[src/rtl/wrr_pkg.sv]
// Shared types and helpers for the weighted round-robin pop scheduler.
package wrr_pkg;

    typedef enum logic {
        IDLE  = 1'b0,
        SERVE = 1'b1
    } state_t;

    localparam int QUEUE_QUANTITY_DFLT = 4;
    localparam int MAX_WEIGHT_DFLT     = 64;
    localparam int SEL_W               = $clog2(QUEUE_QUANTITY_DFLT);
    localparam int W_W                 = $clog2(MAX_WEIGHT_DFLT);

    // Upper bounds of the generic weight extractor below.
    localparam int PESOS_MAX_W  = 1024;
    localparam int WEIGHT_MAX_W = 16;

    // Extract weight idx (w_w bits wide) from a zero-extended packed pesos bus.
    function automatic logic [WEIGHT_MAX_W-1:0] weight_of(
        input logic [PESOS_MAX_W-1:0] pesos,
        input int unsigned            idx,
        input int unsigned            w_w
    );
        logic [PESOS_MAX_W-1:0] shifted;
        logic [31:0]            mask;
        shifted = pesos >> (idx * w_w);
        mask    = (32'd1 << w_w) - 32'd1;
        return shifted[WEIGHT_MAX_W-1:0] & mask[WEIGHT_MAX_W-1:0];
    endfunction

endpackage

[src/rtl/next_queue_finder.sv]
// Rotating-priority search: first eligible queue after ptr, wrapping back to ptr itself.
module next_queue_finder #(
    parameter  int N     = 4,
    localparam int IDX_W = $clog2(N)
) (
    input  logic [N-1:0]     eligible,
    input  logic [IDX_W-1:0] ptr,
    output logic             found,
    output logic [IDX_W-1:0] next_idx
);

    logic [IDX_W-1:0] cand;

    // Walk offsets from farthest to nearest so the nearest eligible queue wins;
    // offset N wraps to ptr itself, giving it the lowest priority.
    always_comb begin
        found    = 1'b0;
        next_idx = ptr;
        cand     = '0;
        for (int k = N; k >= 1; k--) begin
            cand = ptr + IDX_W'(k);
            if (eligible[cand]) begin
                found    = 1'b1;
                next_idx = cand;
            end
        end
    end

endmodule

[src/rtl/wrr_pop_scheduler.sv]
// Weighted round-robin pop controller draining the per-class FIFOs into one egress path.
//
// state | meaning
// IDLE  | no queue being served; waiting for an eligible queue and no back-pressure
// SERVE | popping queue ptr, credit pops left in its current turn
module wrr_pop_scheduler
    import wrr_pkg::*;
#(
    parameter  int QUEUE_QUANTITY = 4,
    parameter  int MAX_WEIGHT     = 64,
    localparam int QSEL_W         = $clog2(QUEUE_QUANTITY),
    localparam int WGT_W          = $clog2(MAX_WEIGHT)
) (
    input  logic                            clk,
    input  logic                            rst,
    input  logic                            enb,
    input  logic [QUEUE_QUANTITY*WGT_W-1:0] pesos,
    input  logic [QUEUE_QUANTITY-1:0]       buf_empty,
    input  logic                            dest_full,
    output logic [QUEUE_QUANTITY-1:0]       pop,
    output logic [QSEL_W-1:0]               selector,
    output logic                            selector_enb,
    output logic                            valid_out,
    output logic [QSEL_W-1:0]               valid_sel
);

    state_t              state, state_n;
    logic [QSEL_W-1:0]   ptr, ptr_n;
    logic [WGT_W-1:0]    credit, credit_n;
    logic [WGT_W-1:0]    weight [QUEUE_QUANTITY];
    logic [QUEUE_QUANTITY-1:0] eligible;
    logic                found;
    logic [QSEL_W-1:0]   nxt;

    for (genvar i = 0; i < QUEUE_QUANTITY; i++) begin : g_weight
        assign weight[i]   = WGT_W'(weight_of(PESOS_MAX_W'(pesos), i, WGT_W));
        assign eligible[i] = !buf_empty[i] && (weight[i] != '0);
    end

    next_queue_finder #(
        .N (QUEUE_QUANTITY)
    ) u_finder (
        .eligible (eligible),
        .ptr      (ptr),
        .found    (found),
        .next_idx (nxt)
    );

    // Next-state and pop decode; a turn ending (credit exhausted or FIFO ran dry)
    // rotates in the same cycle so the next queue is served without a bubble.
    always_comb begin
        state_n  = state;
        ptr_n    = ptr;
        credit_n = credit;
        pop      = '0;
        if (!rst) begin
            case (state)
                IDLE: begin
                    if (enb && !dest_full && found) begin
                        state_n  = SERVE;
                        ptr_n    = nxt;
                        credit_n = weight[nxt];
                    end
                end
                SERVE: begin
                    if (enb && !dest_full) begin
                        if (buf_empty[ptr]) begin
                            if (found) begin
                                ptr_n    = nxt;
                                credit_n = weight[nxt];
                            end else begin
                                state_n  = IDLE;
                            end
                        end else begin
                            pop[ptr] = 1'b1;
                            if (credit == WGT_W'(1)) begin
                                if (found) begin
                                    ptr_n    = nxt;
                                    credit_n = weight[nxt];
                                end else begin
                                    state_n  = IDLE;
                                end
                            end else begin
                                credit_n = credit - WGT_W'(1);
                            end
                        end
                    end
                end
                default: state_n = IDLE;
            endcase
        end
    end

    // Scheduler state register; enb=0 holds because the decode above holds.
    always_ff @(posedge clk) begin
        if (rst) begin
            state  <= IDLE;
            ptr    <= '0;
            credit <= '0;
        end else begin
            state  <= state_n;
            ptr    <= ptr_n;
            credit <= credit_n;
        end
    end

    // Data-valid strobe and its selector, aligned with FIFO read data at the mux.
    always_ff @(posedge clk) begin
        if (rst) begin
            valid_out <= 1'b0;
            valid_sel <= '0;
        end else if (enb) begin
            valid_out <= |pop;
            valid_sel <= ptr;
        end else begin
            valid_out <= 1'b0;
            valid_sel <= '0;
        end
    end

    assign selector     = ptr;
    assign selector_enb = |pop;

endmodule

[config.mk]
export PLATFORM = sky130hd
export DESIGN_NAME = wrr_pop_scheduler
export DESIGN_NICKNAME = d
export VERILOG_FILES = /design/src/rtl/wrr_pkg.sv /design/src/rtl/next_queue_finder.sv /design/src/rtl/wrr_pop_scheduler.sv
export SDC_FILE = /design/constraint.sdc
export NUM_CORES = 1
export LEC_CHECK = 0
export CORE_UTILIZATION = 30
export CTS_BUF_LIST = sky130_fd_sc_hd__clkbuf_8
export DETAILED_ROUTE_END_ITERATION = 10
export SYNTH_ARGS = -nofsm -noshare
export SYNTH_HDL_FRONTEND = slang
export SYNTH_SLANG_ARGS = --single-unit
[constraint.sdc]
create_clock -name clk -period 10.1 [get_ports clk]
set_input_delay 1.515 -clock clk [delete_from_list [all_inputs] [get_ports clk]]
set_output_delay 1.515 -clock clk [all_outputs]
set_load 0.01 [all_outputs]
==> reports/qor.yml <==
hold_path:
  min_path_type: "reg2reg"
  hold_start: "state"
floorplan:
  die_x_um: 72.10
  core-area_um2: 4723
  rows: 25
  dieHeight_um: 72.10
  start_util_pct: 31.21
  top_level_ports: 42
  die_area_um2: 5198
power:
  power.total_uw: 244.2
  p_leak_nw: 0.6840
  ir_drop_mv: 0.04529
  powerDensity_nw_per_um2: 124.1
logic_synthesis:
  synth_edf_count: 0
  synth.distinct_cells: 57
  syn_area_um2: 1474
  synth.largest_area_cell: "dfxtp_1"
  synthTopCellsByCount: "nor2_1, a21oi_1, nand2_1"
  yosysSeqAreaShare_pct: 16.30
  ys.flop_type: "dfxtp_1"
  synth_seq_cells: 12
  post-synth-top-count-cell: "nor2_1"
  ys.warnings.count: 0
  synth.avg_cell_area_um2: 7.520
  synthCells: 196
  syn_nets: 234
  yosys.area.top_type_share_pct: 16.30
  synthTopCellsByArea: "dfxtp_1, a21oi_1, nor2_1"
  synthArstFlopShare_pct: 0
global_route:
  grt_pass1_wl_um: 6934
  grt_pass1_vias: 1421
  overflow: 0
  antenna_found_initial: 0
  grt_max_degree: 28
  grt.total_usage_pct: 17.20
place:
  dpl-instance-area_um2: 1926
  dp_hpwl_um: 3323
  portBuffers: 41
  dp_cells: 295
  gp_congestion: 0.8978
sta:
  fin_crit_sh_pct: 53.22
  slew_headroom_pct: 52.71
  fmax_ghz: 0.1860
  rsz0062_at_grt: "false"
  worst_pin_slew_ns: 0.7067
  skew_ns: 0.002667
  hold_viol: 0
  tns_ns: 0
  hold_slack_ns: 0.5441
  drv_slew: 0
  min_period_ns: 5.375
  setup_violations: 0
drt:
  vias_per_cell: 5.436
  wl_per_cell_um: 14.28
  drc: 0
  vias: 1620
  final_antenna_net_count: 0
  drtPass1Iterations: 4
  drt-total-wl_um: 4254
  drt_iter0_markers: 146
worst_setup_path:
  cp-end-kind: "primary output"
  worst_r2r_path_depth: 10
  worstPathArrival_ns: 3.86
  critPathLaunch: "enb"
  critPathRequiredTime_ns: 8.59
  ff2ff_setup_slack_ns: 6.42
  worstSetupPathType: "in2out"
  r2r-end: "credit[5]"
  path_max_fanout: 9
  crit_path_end: "selector_enb"
  reg2reg_from: "selector[0]"
  start_kind: "primary input"
final_layout:
  insertedDiodeCount: 0
  ff_latch_area_um2: 240.2
  final_design_area_no_fill_um2: 1967
  multi_input_comb_area_um2: 1157
  layout-drive-gt1-share_pct: 9.091
  layout.cells.non_filler: 298
  fin_nets: 271
  fillerInstances: 490
  area_growth_pct: 33.45
clock_tree:
  numCtsBuffers: 3
  ctsResizeCount: 0
  clk_latency_ns: 0.24
  cts-root-buf: "clkbuf_8"
  htreeDepth: 1
  ctsHoldBuffers: 0
  clock-sinks: 12
  clk_pin_slew_ns: 0.05
  clock_path_buffers: 2
  cts_tree: "yes"
  cts_setup_buffers: 0
flow_run:
  drv_cap: 0
status:
  status: "completed"
-- final cells by class --
cell class,count,area share (%)
sequential,12,12.21
tap,67,4.262
timing repair buffer,42,21.25
clock buffer,3,2.099
inverter,7,1.336
multi-input combinational,167,58.84
-- stage by stage --
stage | setup WS [ns] | util, %
floorplan | 5.843 | -
global placement | 4.803 | 40.77
detailed placement | 4.724 | 40.77
CTS | 4.717 | 41.64
global route | 4.455 | 41.64
finish | 4.725 | 41.64
-- logic make-up after synthesis --
group,synth area share [%]
muxes,7.724
xor gates and xnor gates,2.462
adders and majority gates,5.093
AOI/OAI and AO/OA,31.24
DFF,16.30
buffers and inverters,5.179
and+or+nand+nor,32.00
-- report_power, final --
part | total (mW) | internal [mW] | switching, mW
combinational | 0.133 | 0.0613 | 0.0722
sequential | 0.0667 | 0.0546 | 0.0120
clock | 0.0440 | 0.0263 | 0.0177
-- critical path: stages --
cell             delay [ns]
clkdlybuf4s50_1        0.51
nor2b_1                0.45
nand2_1                0.24
nor3_1                 0.30
and2_1                 0.21
or4_1                  0.11
clkdlybuf4s50_1        0.52
-- layer usage --
metal | global-route usage, % | wire length (um) | vias to the layer above
li1 | - | - | 819
met1 | 25.45 | 2088 | 733
met5 | 0 | 0 | -
met4 | 8.061 | 92 | 0
met2 | 25.23 | 1857 | 62
met3 | 1.250 | 215 | 6
-- state kept, by name, summed over array words and instances, names as in the netlist --
signal     cells
credit         6
selector       2
state          1
valid_out      1
valid_sel      2
-- worst min path at each step --
stage	endpoint	cells past startpoint
final	state	2
after global routing	state	2
after CTS	state	2
after detailed placement	state	2
after global placement	state	2
after floorplan	state	2
-- placed cells by master (no fill, tap or decap), drive strengths merged, types with 4 or more instances in the layout --
cell type | Yosys | routed
nor4 | 11 | 11
nand2 | 17 | 17
or4 | 4 | 4
nand2b | 4 | 4
o211ai | 6 | 6
nor3 | 6 | 6
mux2 | 4 | 4
dfxtp | 12 | 12
clkdlybuf4s50 | 0 | 41
ha | 6 | 6
inv | 7 | 7
o21ai | 10 | 10
nor2 | 23 | 23
and2 | 5 | 5
a211oi | 7 | 7
a21oi | 20 | 20
Power figures use the tool's default switching activity.
